<file path="src/rtl/sensor_link_pkg.sv">
// Shared definitions for the sensor serial link: frame geometry, field widths
// and the transmitter FSM state encoding.
package sensor_link_pkg;

    localparam int FRAME_BITS   = 27;
    localparam int PAYLOAD_BITS = 24;
    localparam int TEMP_W       = 8;
    localparam int PRES_W       = 4;
    localparam int RAD_W        = 12;
    localparam int CNT_W        = 8;
    localparam int IDX_W        = 5;

    typedef enum logic [2:0] {
        IDLE,
        START,
        DATA,
        PARITY,
        STOP
    } state_e;

    // Odd parity is simply the inverse of the even-parity XOR.
    function automatic logic frame_parity(input logic [PAYLOAD_BITS-1:0] payload,
                                          input logic                    even);
        return (^payload) ^ ~even;
    endfunction

endpackage

</file>
<file path="src/rtl/sensor_link_tx_bit_timer.sv">
// Baud tick generator: tick marks the last cycle of each CLKS_PER_BIT-long bit;
// load restarts the bit period so the first bit is aligned to the accept edge.
module bit_timer
    import sensor_link_pkg::*;
#(
    parameter int CLKS_PER_BIT = 16
) (
    input  logic clk,
    input  logic rst_n,
    input  logic load,
    output logic tick
);

    localparam logic [CNT_W-1:0] RELOAD = CNT_W'(CLKS_PER_BIT - 1);

    logic [CNT_W-1:0] cnt_q;
    logic [CNT_W-1:0] cnt_d;

    always_comb begin
        cnt_d = cnt_q - CNT_W'(1);
        // Auto-reload at zero keeps consecutive bits back to back without a gap.
        if (load || (cnt_q == '0)) begin
            cnt_d = RELOAD;
        end
    end

    always_ff @(posedge clk) begin
        if (!rst_n) begin
            cnt_q <= '0;
        end else begin
            cnt_q <= cnt_d;
        end
    end

    assign tick = (cnt_q == '0);

endmodule

</file>
<file path="src/rtl/sensor_link_tx.sv">
// Serialises a {radiacao, pressao, temp} reading as start, 24 data bits LSB
// first, parity and stop, each bit held for CLKS_PER_BIT cycles.
module sensor_link_tx
    import sensor_link_pkg::*;
#(
    parameter int CLKS_PER_BIT = 16,
    parameter int PARITY_EVEN  = 1
) (
    input  logic              clk,
    input  logic              rst_n,
    input  logic [TEMP_W-1:0] temp,
    input  logic [PRES_W-1:0] pressao,
    input  logic [RAD_W-1:0]  radiacao,
    input  logic              valid,
    output logic              ready,
    output logic              tx,
    output logic              busy,
    output logic              frame_done
);

    localparam logic EVEN_SEL = (PARITY_EVEN != 0);

    state_e                  state_q,   state_d;
    logic [PAYLOAD_BITS-1:0] shift_q,   shift_d;
    logic [IDX_W-1:0]        bit_idx_q, bit_idx_d;
    logic                    parity_q,  parity_d;
    logic [PAYLOAD_BITS-1:0] payload;
    logic                    load;
    logic                    tick;

    assign payload = {radiacao, pressao, temp};

    bit_timer #(
        .CLKS_PER_BIT(CLKS_PER_BIT)
    ) u_bit_timer (
        .clk  (clk),
        .rst_n(rst_n),
        .load (load),
        .tick (tick)
    );

    always_comb begin
        state_d    = state_q;
        shift_d    = shift_q;
        bit_idx_d  = bit_idx_q;
        parity_d   = parity_q;
        load       = 1'b0;
        tx         = 1'b1;
        frame_done = 1'b0;
        unique case (state_q)
            IDLE: begin
                if (valid) begin
                    state_d   = START;
                    shift_d   = payload;
                    parity_d  = frame_parity(payload, EVEN_SEL);
                    bit_idx_d = '0;
                    load      = 1'b1;
                end
            end
            START: begin
                tx = 1'b0;
                if (tick) begin
                    state_d = DATA;
                end
            end
            DATA: begin
                tx = shift_q[0];
                if (tick) begin
                    shift_d   = shift_q >> 1;
                    bit_idx_d = bit_idx_q + IDX_W'(1);
                    if (bit_idx_q == IDX_W'(PAYLOAD_BITS - 1)) begin
                        state_d = PARITY;
                    end
                end
            end
            PARITY: begin
                tx = parity_q;
                if (tick) begin
                    state_d = STOP;
                end
            end
            STOP: begin
                if (tick) begin
                    frame_done = 1'b1;
                    state_d    = IDLE;
                end
            end
            default: begin
                state_d = IDLE;
            end
        endcase
    end

    // Reset has priority so a valid seen while rst_n is low is never taken.
    always_ff @(posedge clk) begin
        if (!rst_n) begin
            state_q   <= IDLE;
            shift_q   <= '0;
            bit_idx_q <= '0;
            parity_q  <= 1'b0;
        end else begin
            state_q   <= state_d;
            shift_q   <= shift_d;
            bit_idx_q <= bit_idx_d;
            parity_q  <= parity_d;
        end
    end

    assign ready = (state_q == IDLE);
    assign busy  = ~ready;

endmodule

</file>
<file path="config.mk">
export PLATFORM = sky130hd
export DESIGN_NAME = sensor_link_tx
export DESIGN_NICKNAME = d
export VERILOG_FILES = /design/src/rtl/sensor_link_pkg.sv /design/src/rtl/sensor_link_tx_bit_timer.sv /design/src/rtl/sensor_link_tx.sv
export SDC_FILE = /design/constraint.sdc
export NUM_CORES = 1
export LEC_CHECK = 0
export CAP_MARGIN = 20
export CORE_UTILIZATION = 50
export CTS_CLUSTER_SIZE = 20
export DETAILED_ROUTE_END_ITERATION = 6
export PLACE_DENSITY = 0.85
export SYNTH_ARGS = -nofsm -noshare
export SYNTH_HDL_FRONTEND = slang
export SYNTH_HIERARCHICAL = 1
export SYNTH_SLANG_ARGS = --single-unit
</file>
<file path="constraint.sdc">
create_clock -name clk -period 2.66 [get_ports clk]
set_input_delay 0.532 -clock clk [delete_from_list [all_inputs] [get_ports clk]]
set_output_delay 0.532 -clock clk [all_outputs]
set_load 0.01 [all_outputs]
</file>
* After elaboration in Yosys (flattened, before gate mapping)
Cells that the tools add are included. W data, S select, Z words.
Cells by class: $add $sub $neg 2, equality and inequality tests 11, mux-type cells 19, bitwise operators 2, reduce and logical (&&, ||, !) cells 9
Operator list (count):
- $mux W24 | 2
- $pmux W24 S2 | 1
- $reduce_xor A24 Y1 | 1
- $mux W3 | 6
- $pmux W3 S5 | 1
- $ne A2 B2 Y1 const B | 6
- $mux W5 | 2
- $pmux W5 S2 | 1
- $logic_not A8 Y1 | 1
- $sub A8 B1 Y8 const B | 1
- $eq A3 B2 Y1 const B | 2
- $reduce_and A6 Y1 | 1
- $add A5 B1 Y5 const B | 1
- $eq A5 B5 Y1 const B | 1
- $mux W1 | 4
- $mux W4 | 1
- $eq A3 B1 Y1 const B | 1
- $eq A3 B3 Y1 const B | 1
- $logic_not A3 Y1 | 1
- $pmux W1 S3 | 1
- $reduce_and A3 Y1 | 1
- $not A1 Y1 | 2
- $reduce_and A2 Y1 | 1
- $reduce_bool A2 Y1 | 1
- 2 further kinds | 2
Word-level totals: register bits after elaboration 41, input port bits 27, output and inout bits 4

* Logic depth before layout (Yosys ltp)
depth after elaboration 4, depth in mapped cells 10, mapped depth without buffers 8

* Hierarchy
Netlist, hierarchy kept.
Modules (own cells, without submodules):
- sensor_link_tx | times used 1, cells an instance 184, area an instance 1794.2 µm², sequential area each 660.6 µm²
- bit_timer | times used 1, cells an instance 41, area an instance 369.1 µm², sequential area each 160.2 µm²

* Least setup slack after synthesis
No wires, ideal clock.
path type flip-flop to flip-flop, start register u_bit_timer.cnt_q[4], end register bit_idx_q[4], arrival time 1834 ps, required time 2546 ps, slack 711 ps, cell stages (with the launch flop) 10, path buffers 2, clock period less this slack 1949 ps, cells stage by stage dfxtp_1 -> nor4_1 -> and3_1 -> clkbuf_2 -> mux2i_1 -> nor3_2 -> buf_2 -> nand4_1 -> xor2_1 -> nor2_1
On the way: cells in the longest elaborated chain, start to end 3
Ends and longest elaborated chain:
- from (decl) | RTL line sensor_link_tx_bit_timer.sv:16 | logic [CNT_W-1:0] cnt_q;
- from (signal assigned) | RTL line sensor_link_tx_bit_timer.sv:31 | cnt_q <= cnt_d;
- $logic_not A8 Y1 | RTL line sensor_link_tx_bit_timer.sv:35 | assign tick = (cnt_q == '0);
- via tick | RTL line sensor_link_tx.sv:29 | logic tick;
- $ne A2 B2 Y1 (no source line)
- $reduce_and A3 Y1 (no source line)
- to (signal assigned) | RTL line sensor_link_tx.sv:104 | bit_idx_q <= bit_idx_d;
- to (decl) | RTL line sensor_link_tx.sv:25 | logic [IDX_W-1:0] bit_idx_q, bit_idx_d;
The timed path passes the listed nets, and every way through them passes these cells. A chain may end at the register's enable or synchronous reset.

* Worst setup path in the final report
start register u_bit_timer.cnt_q[4], end output port frame_done
On the way: cells in the longest elaborated chain, start to end 3
Ends and longest elaborated chain:
- $logic_not A8 Y1 | RTL line sensor_link_tx_bit_timer.sv:35
- via tick | RTL line sensor_link_tx.sv:29
- $mux W1 | RTL line sensor_link_tx.sv:83 | if (tick) begin
- $mux W1 | RTL line sensor_link_tx.sv:50 | unique case (state_q)
- to (decl) | RTL line sensor_link_tx.sv:18 | output logic frame_done
The timed path passes the listed nets, and every way through them passes these cells.

==> impl_metrics.py <==
metrics = {
    "synthesis": {
        "synth-main-ff-cell": "dfxtp_1",
        "synth_xor_area_share_pct": 12.38,
        "synth-seq-cells": 41,
        "synth_top_family_by_area": "compound AO/OA/AOI/OAI gates",
        "syn_avg_cell_area_um2": 9.615,
        "synthArstFlopShare_pct": 0,
        "synth_fa_ha_area_share_pct": 1.735,
        "ys_top_cells_by_count": "dfxtp_1 (41), nand2_1 (27), mux2i_1 (26)",
        "yosysSeqAreaShare_pct": 37.94,
        "synth_top_cell_by_area": "dfxtp_1",
        "synth-compound-area-share_pct": 17.12,
        "synth-edff-count": 0,
        "yosysUniqueCellTypes": 38,
        "netlist_instances": 225,
        "synth.area.top_cells": "dfxtp_1 (38%), mux2i_1 (12%), o211a_1 (11%), xnor2_1 (8.9%), nand2_1 (4.7%)",
        "yosys.area.top_type_share_pct": 37.94,
        "muxShareOfSynthArea_pct": 12.03,
        "ys_warn_count": 6,
        "synth-simple-area-share_pct": 13.88,
        "synth_most_common_cell": "dfxtp_1",
        "syn_area_mm2": 0.002163,
        "synth_nets": 255,
    },
    "die": {
        "start_util_pct": 52.94,
        "ios": 31,
        "die_area_mm2": 0.004593,
        "coreArea_mm2": 0.004086,
        "die_x_um": 67.78,
        "rows": 23,
        "die_h_um": 67.78,
    },
    "sta": {
        "fmax_mhz": 399.5,
        "final-max-slew-violation-count": 0,
        "period_minus_slack_ns": 2.503,
        "setup_viol": 0,
        "layout_setup_ws_ns": 0.1566,
        "period_share_pct": 94.11,
        "hold_viol": 0,
        "relSlewSlack_pct": 68.09,
        "skew_ns": 0.006496,
        "worst_pin_slew_ns": 0.4780,
        "final.setup.tns_ns": 0,
        "rsz0062_at_grt": "no",
    },
    "grt": {
        "antenna_found_initial": 0,
        "first_global_vias": 1589,
        "grt_overflow": 0,
        "grt_pass1_wl_um": 7024,
        "grt_max_degree": 32,
        "grt_usage_pct": 20.48,
    },
    "worst_setup_path": {
        "end_kind": "output pin",
        "worstPathRequired_ns": 2.13,
        "arrival_ns": 1.97,
        "crit_fanout": 4,
        "crit_type": "reg -> out",
        "reg2reg_depth": 8,
        "startpoint_type": "flip-flop",
    },
    "placement": {
        "gp_congestion": 0.7355,
        "numPortBuffers": 30,
        "dpl.hpwl_um": 2992,
        "dp_slack_ns": 0.4853,
    },
    "clocking": {
        "cts_resized": 0,
        "clkTransAtPathRegs_ns": 0.07,
        "clk_path_buf_depth": 2,
        "clk_root_buffer_cell": "clkbuf_8",
        "ctsHoldBuffers": 0,
        "cts.sinks": 41,
        "cts_inserted_buffers": 5,
        "cts_setup_buffers": 0,
        "clk_latency_ns": 0.29,
        "cts_tree": "yes",
        "cts_htree_levels": 2,
    },
    "route": {
        "drt_wl_total_um": 4220,
        "via_per_inst": 5.528,
        "ant_nets": 0,
        "vias": 1675,
        "drcViolationCount": 0,
        "dr.pass1.iters": 4,
        "dr.first_iter.drc_count": 82,
        "wl_per_cell_um": 13.93,
    },
    "layout": {
        "final_nets": 283,
        "drive_gt1_share_pct": 5.534,
        "antenna_cells": 0,
        "area_delta_synth_final_pct": 19.26,
    },
    "power": {
        "p_leak_nw": 1.126,
        "power_density_mw_per_mm2": 623.3,
        "peakVddDrop_uv": 436.1,
    },
    "run": {
        "drv_cap": 0,
    },
    "run_status": {
        "status": "finished clean",
    },
    "hold_path": {
        "min_path_type": "reg -> reg",
        "min_path_cells": 2,
    },
}
==> per-layer routing <==
metal	track usage, %	share of wire [%]	routed length [um]	vias up
met3	6.250	3.6	154	7
met2	34.16	48	2045	28
met1	25.08	47	1963	785
met4	6.250	1.4	57	0
li1	-	-	-	855
met5	0	0	0	-
==> area by class of cell <==
class / instances / area, um^2
flip-flops and latches: 41 / 820.8
fillers: 351 / 1506
well taps: 50 / 62.56
inverters: 8 / 30.03
multi-input cells: 162 / 1242
clock buffers: 7 / 86.33
repair buffers: 35 / 337.8
==> power breakdown <==
part	internal (mW)	total, mW	leakage [nW]	switching, mW
Sequential	0.687	0.747	0.338	0.0602
Combinational	0.245	0.451	0.744	0.206
Clock	0.206	0.410	0.0443	0.204
==> layout by cell type (no fill, tap or decap), drive strengths merged, types with 2 or more instances in the layout <==
cell           count
mux2i             26
clkbuf             7
or4                3
buf                5
dfxtp             41
xnor2             22
a21oi              9
xor2               6
or3                4
nand4              3
nand2             27
clkdlybuf4s50     30
and2               3
nor2b              2
inv                8
nor3               4
a311o              2
nor2               7
o211a             23
o21ai              5
ha                 3
and3               3
==> cell families after synthesis <==
kind of cell               count (synthesis)
adders and majority gates                  3
buffers and inverters                     22
muxes                                     26
AOI/OAI and AO/OA                         45
and+or+nand+nor                           59
DFF                                       41
xor gates and xnor gates                  29
==> sequential cells by signal, summed over array words and instances (netlist names) <==
| signal | flops |
|---|---|
| bit_idx_q | 5 |
| parity_q | 1 |
| shift_q | 24 |
| state_q | 3 |
| u_bit_timer/cnt_q | 8 |
==> per-stage QoR <==
| step | area (um^2) | instances | total power, mW | hold slack (ns) | util [%] |
|---|---|---|---|---|---|
| 5_1_grt | 2580 | 303 | 1.702 | 0.5158 | 63.14 |
| 2_1_floorplan | 2163 | 225 | 1.078 | 0.4585 | - |
| 6_report | 2580 | 303 | 1.608 | 0.4961 | 63.14 |
| 4_1_cts | 2580 | 303 | 1.616 | 0.4972 | 63.14 |
| 3_5_place_dp | 2494 | 296 | 1.209 | 0.4871 | 61.02 |
| 3_3_place_gp | 2494 | 296 | 1.192 | 0.4720 | 61.02 |
==> critical path: stages, from the launching register on <==
cell and delay, ns:
dfxtp_1 0.34, nor4_1 0.43, and3_1 0.24, and3_1 0.15, clkdlybuf4s50_1 0.53
==> worst paths after layout <==
check	start	endpoint	slack (ns)
setup reg to reg	u_bit_timer/cnt_q[4]	bit_idx_q[0]	0.48
setup / recovery	u_bit_timer/cnt_q[4]	frame_done	0.16
hold reg to reg	u_bit_timer/cnt_q[7]	u_bit_timer/cnt_q[7]	0.50
hold / removal	u_bit_timer/cnt_q[7]	u_bit_timer/cnt_q[7]	0.50
(Power assumes the default switching activity.)
